`src/rtl/micro_pkg.sv`:
```
// Shared types and sizes for the micro_hash mining datapath.
package micro_pkg;

    typedef enum logic [2:0] {
        IDLE,
        ISSUE,
        WAIT,
        CHECK,
        FOUND,
        EXHAUSTED
    } nonce_state_t;

    localparam int HDR_BYTES   = 12;
    localparam int NONCE_BYTES = 4;
    localparam int BLK_BYTES   = 16;
    localparam int HASH_BYTES  = 3;

    localparam int HDR_W   = HDR_BYTES * 8;
    localparam int NONCE_W = NONCE_BYTES * 8;
    localparam int BLK_W   = BLK_BYTES * 8;
    localparam int HASH_W  = HASH_BYTES * 8;

endpackage

```
`src/rtl/micro_target_cmp.sv`:
```
// Difficulty compare: a hash hits when both H0 and H1 are strictly below
// the target byte (unsigned). H2 does not take part in the decision.
module micro_target_cmp
    import micro_pkg::*;
(
    input  logic [HASH_W-1:0] hash,
    input  logic [7:0]        target,
    output logic              hit
);

    logic [7:0] h0;
    logic [7:0] h1;
    logic       unused_h2;

    assign h0        = hash[23:16];
    assign h1        = hash[15:8];
    assign unused_h2 = ^hash[7:0];
    assign hit       = (h0 < target) && (h1 < target);

endmodule

```
`src/rtl/micro_nonce_ctrl.sv`:
```
// Nonce search controller: builds header+nonce blocks for micro_hash,
// checks each returned hash against the target and stops on a hit or
// when the nonce range is spent. All outputs come straight from flops.
module micro_nonce_ctrl
    import micro_pkg::*;
#(
    parameter logic [NONCE_W-1:0] NONCE_START = 32'h0000_0000,
    parameter logic [NONCE_W-1:0] NONCE_LAST  = 32'hFFFF_FFFF
) (
    input  logic               clk,
    input  logic               reset,
    input  logic               start,
    input  logic [HDR_W-1:0]   header,
    input  logic [7:0]         target,
    output logic               blk_valid,
    input  logic               blk_ready,
    output logic [BLK_W-1:0]   blk_data,
    input  logic               hash_valid,
    input  logic [HASH_W-1:0]  hash_in,
    output logic               busy,
    output logic               found,
    output logic               exhausted,
    output logic [NONCE_W-1:0] nonce_out,
    output logic [HASH_W-1:0]  hash_out
);

    nonce_state_t        state_q;
    nonce_state_t        state_d;
    logic [HDR_W-1:0]    hdr_q;
    logic [7:0]          tgt_q;
    logic [NONCE_W-1:0]  nonce_q;
    logic [HASH_W-1:0]   hash_q;
    logic                hit;
    logic                last_nonce;

    micro_target_cmp u_cmp (
        .hash   (hash_q),
        .target (tgt_q),
        .hit    (hit)
    );

    assign last_nonce = (nonce_q == NONCE_LAST);
    assign blk_data   = {hdr_q, nonce_q};

    // State register; reset abandons any search in flight.
    always_ff @(posedge clk) begin
        if (!reset) begin
            state_q <= IDLE;
        end else begin
            state_q <= state_d;
        end
    end

    // Next-state decode. blk_valid is high for the whole of ISSUE, so
    // blk_ready alone completes the handshake there.
    always_comb begin
        state_d = state_q;
        case (state_q)
            IDLE, FOUND, EXHAUSTED: begin
                if (start) state_d = ISSUE;
            end
            ISSUE: begin
                if (blk_ready) state_d = WAIT;
            end
            WAIT: begin
                if (hash_valid) state_d = CHECK;
            end
            CHECK: begin
                if (hit)             state_d = FOUND;
                else if (last_nonce) state_d = EXHAUSTED;
                else                 state_d = ISSUE;
            end
            default: state_d = IDLE;
        endcase
    end

    // Search context, registered handshake/status flags and the result.
    always_ff @(posedge clk) begin
        if (!reset) begin
            hdr_q     <= '0;
            tgt_q     <= '0;
            nonce_q   <= '0;
            hash_q    <= '0;
            blk_valid <= 1'b0;
            busy      <= 1'b0;
            found     <= 1'b0;
            exhausted <= 1'b0;
            nonce_out <= '0;
            hash_out  <= '0;
        end else begin
            blk_valid <= (state_d == ISSUE);
            busy      <= (state_d inside {ISSUE, WAIT, CHECK});
            case (state_q)
                IDLE, FOUND, EXHAUSTED: begin
                    if (start) begin
                        hdr_q     <= header;
                        tgt_q     <= target;
                        nonce_q   <= NONCE_START;
                        found     <= 1'b0;
                        exhausted <= 1'b0;
                        nonce_out <= '0;
                        hash_out  <= '0;
                    end
                end
                WAIT: begin
                    if (hash_valid) hash_q <= hash_in;
                end
                CHECK: begin
                    if (hit) begin
                        found     <= 1'b1;
                        nonce_out <= nonce_q;
                        hash_out  <= hash_q;
                    end else if (last_nonce) begin
                        exhausted <= 1'b1;
                    end else begin
                        nonce_q   <= nonce_q + 32'd1;
                    end
                end
                default: ;
            endcase
        end
    end

endmodule
```
`config.mk`:
```
export PLATFORM = sky130hd
export DESIGN_NAME = micro_nonce_ctrl
export DESIGN_NICKNAME = d
export VERILOG_FILES = /design/src/rtl/micro_pkg.sv /design/src/rtl/micro_target_cmp.sv /design/src/rtl/micro_nonce_ctrl.sv
export SDC_FILE = /design/constraint.sdc
export NUM_CORES = 1
export LEC_CHECK = 0
export ABC_CLOCK_PERIOD_IN_PS = 2400
export CAP_MARGIN = 30
export CORE_MARGIN = 4
export CORE_UTILIZATION = 41
export DETAILED_ROUTE_END_ITERATION = 8
export MAX_ROUTING_LAYER = met4
export PLACE_DENSITY = 0.77
export SETUP_SLACK_MARGIN = 0.05
export SLEW_MARGIN = 15
export SYNTH_ARGS = -nofsm -noshare
export SYNTH_HDL_FRONTEND = slang
export SYNTH_SLANG_ARGS = --single-unit
```
`constraint.sdc`:
```
create_clock -name clk -period 2.4 [get_ports clk]
set_input_delay 0.48 -clock clk [delete_from_list [all_inputs] [get_ports clk]]
set_output_delay 0.48 -clock clk [all_outputs]
set_load 0.01 [all_outputs]
```
==> results.cfg <==
[status]
status = completed

[cts]
cts.clk_slew.worst_paths_ps = 60
h-tree-depth = 1
clk_latency_ps = 520
ctsLongestPathBuffers = 3
cts_hold_buf = 0
cts-root-buf = clkbuf_16
cts_buffers = 25
cts_tree = built
cts.sinks = 223

[drt]
drcViolationCount = 0
firstDrtPassIters = 6
antenna_left = 0
dr_total_vias = 8832
wl_mm = 30.4
vias_per_cell = 5.19
wire_per_inst_um = 17.8
drt_iter0_drc = 350

[grt]
track_usage = 0.234
grt_pass1_wl_mm = 45.4
grt_max_degree = 87
grt_pass1_vias = 8874
antenna_found_initial = 1
globalRouteOverflowTotal = 0

[finish]
final_area_sq_mm = 0.0142
post-route-util = 0.665
syn2layout_area_growth_pct = 57.5
drive_gt1_frac = 0.123
fin_nets = 1558

[synth]
synthesis.area_sq_mm = 0.00901
syn_area_per_cell_sq_um = 8.36
yosysWarnings = 0
synth_edf_count = 0
synthTopCellsByArea = dfxtp_1 (50%), nand2_1 (14%), a21boi_0 (13%), nand3_1 (4.1%), clkbuf_1 (2.5%)
syn_inst = 1078
synthesis.nets = 1226
async_flop_share = 0
synth_cell_type_count = 45
synth_seq_cells = 223
yosysSeqAreaShare = 0.495
ys.flop_type = dfxtp_1
yosysTopAreaCellShare = 0.495
yosysTopAreaCell = dfxtp_1

[sta]
clock_skew_ps = 16.3
finalSetupViolations = 0
slew_violations = 0
worstMarginPinSlew_ps = 872
min_period_ps = 2370
timing.fmax_mhz = 423
slew_headroom = 0.419
post-route-period-util = 0.986
finalHoldViolCount = 0
rsz0062_at_grt = true

[floorplanning]
ios = 321
die_h_um = 156
initial_utilization = 0.422
core_area_sq_mm = 0.0214
design.die.area_sq_mm = 0.0244
die_w_um = 156
rows = 53

[critical_path]
cp.required_ps = 2810
worst_setup_path_start_kind = flop
critical_path.endpoint_type = flop
arrival_ps = 2770
worst-path-max-fanout = 4
critical_path_class = flop to flop

[place]
port_buffers = 320
routabilityCongestion = 0.838
place_area_sq_mm = 0.0127
dp_hpwl_mm = 19.2

[job]
max_cap_violations = 0

[worst_hold_path]
min_path_type = input port to flop

[power]
p_per_area_mw_per_mm2 = 645
peakVddDrop_v = 0.000534
leakage_nw = 5.16
per-layer routing:
metal / global-route usage / vias up / wire length, um
met2: 0.379 / 347 / 14400
li1: - / 4280 / -
met5: - / - / 0
met4: 0.0736 / 0 / 1090
met3: 0.0736 / 78 / 2660
met1: 0.278 / 4127 / 12200
path summary, 6_finish.rpt:
kind / to / start / slack, ps / depth (start not counted)
worst max-delay path: nonce_q[6]$_SDFFE_PN0P_ / hash_q[18]$_SDFFE_PN0P_ / 30 / 12
worst min-delay path: hash_q[10]$_SDFFE_PN0P_ / reset / 420 / 2
worst max register to register: nonce_q[6]$_SDFFE_PN0P_ / hash_q[18]$_SDFFE_PN0P_ / 30 / 12
worst min register to register: hash_out[0]$_SDFFE_PN0P_ / hash_q[0]$_SDFFE_PN0P_ / 440 / 2
sequential cells by signal, indices dropped and copies added, names as in the netlist:
register   flops
hdr_q         96
nonce_out     32
nonce_q       32
hash_out      24
hash_q        24
tgt_q          8
state_q        3
blk_valid      1
busy           1
exhausted      1
found          1
cells in the mapped netlist, types with 2 or more instances:
| master | number |
|---|---|
| inv_1 | 12 |
| nor2_1 | 31 |
| and3_1 | 13 |
| xor2_1 | 16 |
| nand4_1 | 15 |
| nor2b_1 | 2 |
| buf_2 | 6 |
| and2_1 | 3 |
| dfxtp_1 | 223 |
| o31ai_1 | 2 |
| a21boi_0 | 155 |
| a31oi_4 | 2 |
| nor3_1 | 2 |
| clkbuf_1 | 61 |
| buf_6 | 3 |
| and4_1 | 2 |
| o22ai_1 | 2 |
| buf_1 | 9 |
| a21boi_1 | 30 |
| nand2b_1 | 2 |
| a21oi_1 | 18 |
| nor2_2 | 2 |
| nand2_1 | 333 |
| nand3_1 | 73 |
| ha_1 | 15 |
| o21ai_1 | 12 |
| or3_1 | 12 |
| o21ai_0 | 5 |
stage by stage:
step | std cells | hold WS (ps) | setup TNS [ps] | power [mW] | worst slack [ps]
final | 1703 | 423 | 0 | 9.15 | 33.7
after global routing | 1703 | 444 | -661 | 9.50 | -53.4
after CTS | 1694 | 407 | 0 | 9.19 | 26.7
after detailed placement | 1638 | 455 | -364 | 5.19 | -70.2
after global placement | 1638 | 445 | -98.3 | 5.18 | -37.4
after floorplan | 1078 | 441 | 0 | 4.52 | 54.8
power breakdown:
part	internal (mW)	switching [mW]	leakage [nW]	total, mW
Sequential	3.85	0.0833	1.82	3.94
Combinational	0.658	0.607	2.93	1.26
Clock	2.43	1.52	0.418	3.95
repair_timing:
item | in CTS | in global routing
resized for setup | 29 | 79
setup endpoints to repair | 73 | 91
pin swaps | 6 | 40
buffers inserted | 6 | 1
gates cloned | 6 | 8
cells by family (layout without fill, tap and decap cells):
kind of cell    count (synthesis)  after routing  synth area share
compound gates                234            235             0.189
other cells                     0              1                 0
simple gates                  498            498             0.237
fa+ha+maj                      15             15            0.0208
mux                             1              1           0.00111
flops                         223            223             0.495
xor+xnor                       16             16            0.0155
buf+inv                        91            439            0.0412
layout make-up:
type | count | area (sq um)
clock buffer | 32 | 682
fill | 1664 | 7160
sequential | 223 | 4470
timing repair buffer | 383 | 4050
antenna | 1 | 2.50
inverter | 12 | 45.0
tap | 275 | 344
multi-input combinational | 765 | 4440
clock inverter | 12 | 163
layout by cell type, fill, tap and decap left out, types with 4 or more instances in the layout:
cell and count:
a21boi_0 129, a21boi_1 43, a21boi_2 13, a21oi_1 16
and3_1 11, buf_12 12, buf_16 4, buf_4 36
buf_6 4, bufinv_16 4, clkbuf_1 4, clkbuf_16 32
clkdlybuf4s50_1 319, clkinv_2 7, dfxtp_1 216, dfxtp_2 7
ha_1 13, inv_1 10, nand2_1 313, nand2_2 14
nand2_4 5, nand3_1 66, nand3_2 8, nand4_1 15
nor2_1 31, o21ai_0 4, o21ai_1 13, or3_1 12
xor2_1 16
worst max-delay path, cell delays in order (launching register included):
cell and delay [ps]:
dfxtp_2 340, ha_4 230, a211o_1 280, a31oi_1 170, nor3_2 60, nor4_2 250, buf_4 190, a21boi_4 80
buf_6 140, buf_6 120, nand4_1 100, xor2_1 220, nor2_1 70
No activity file was read; power rests on OpenSTA's default activity.
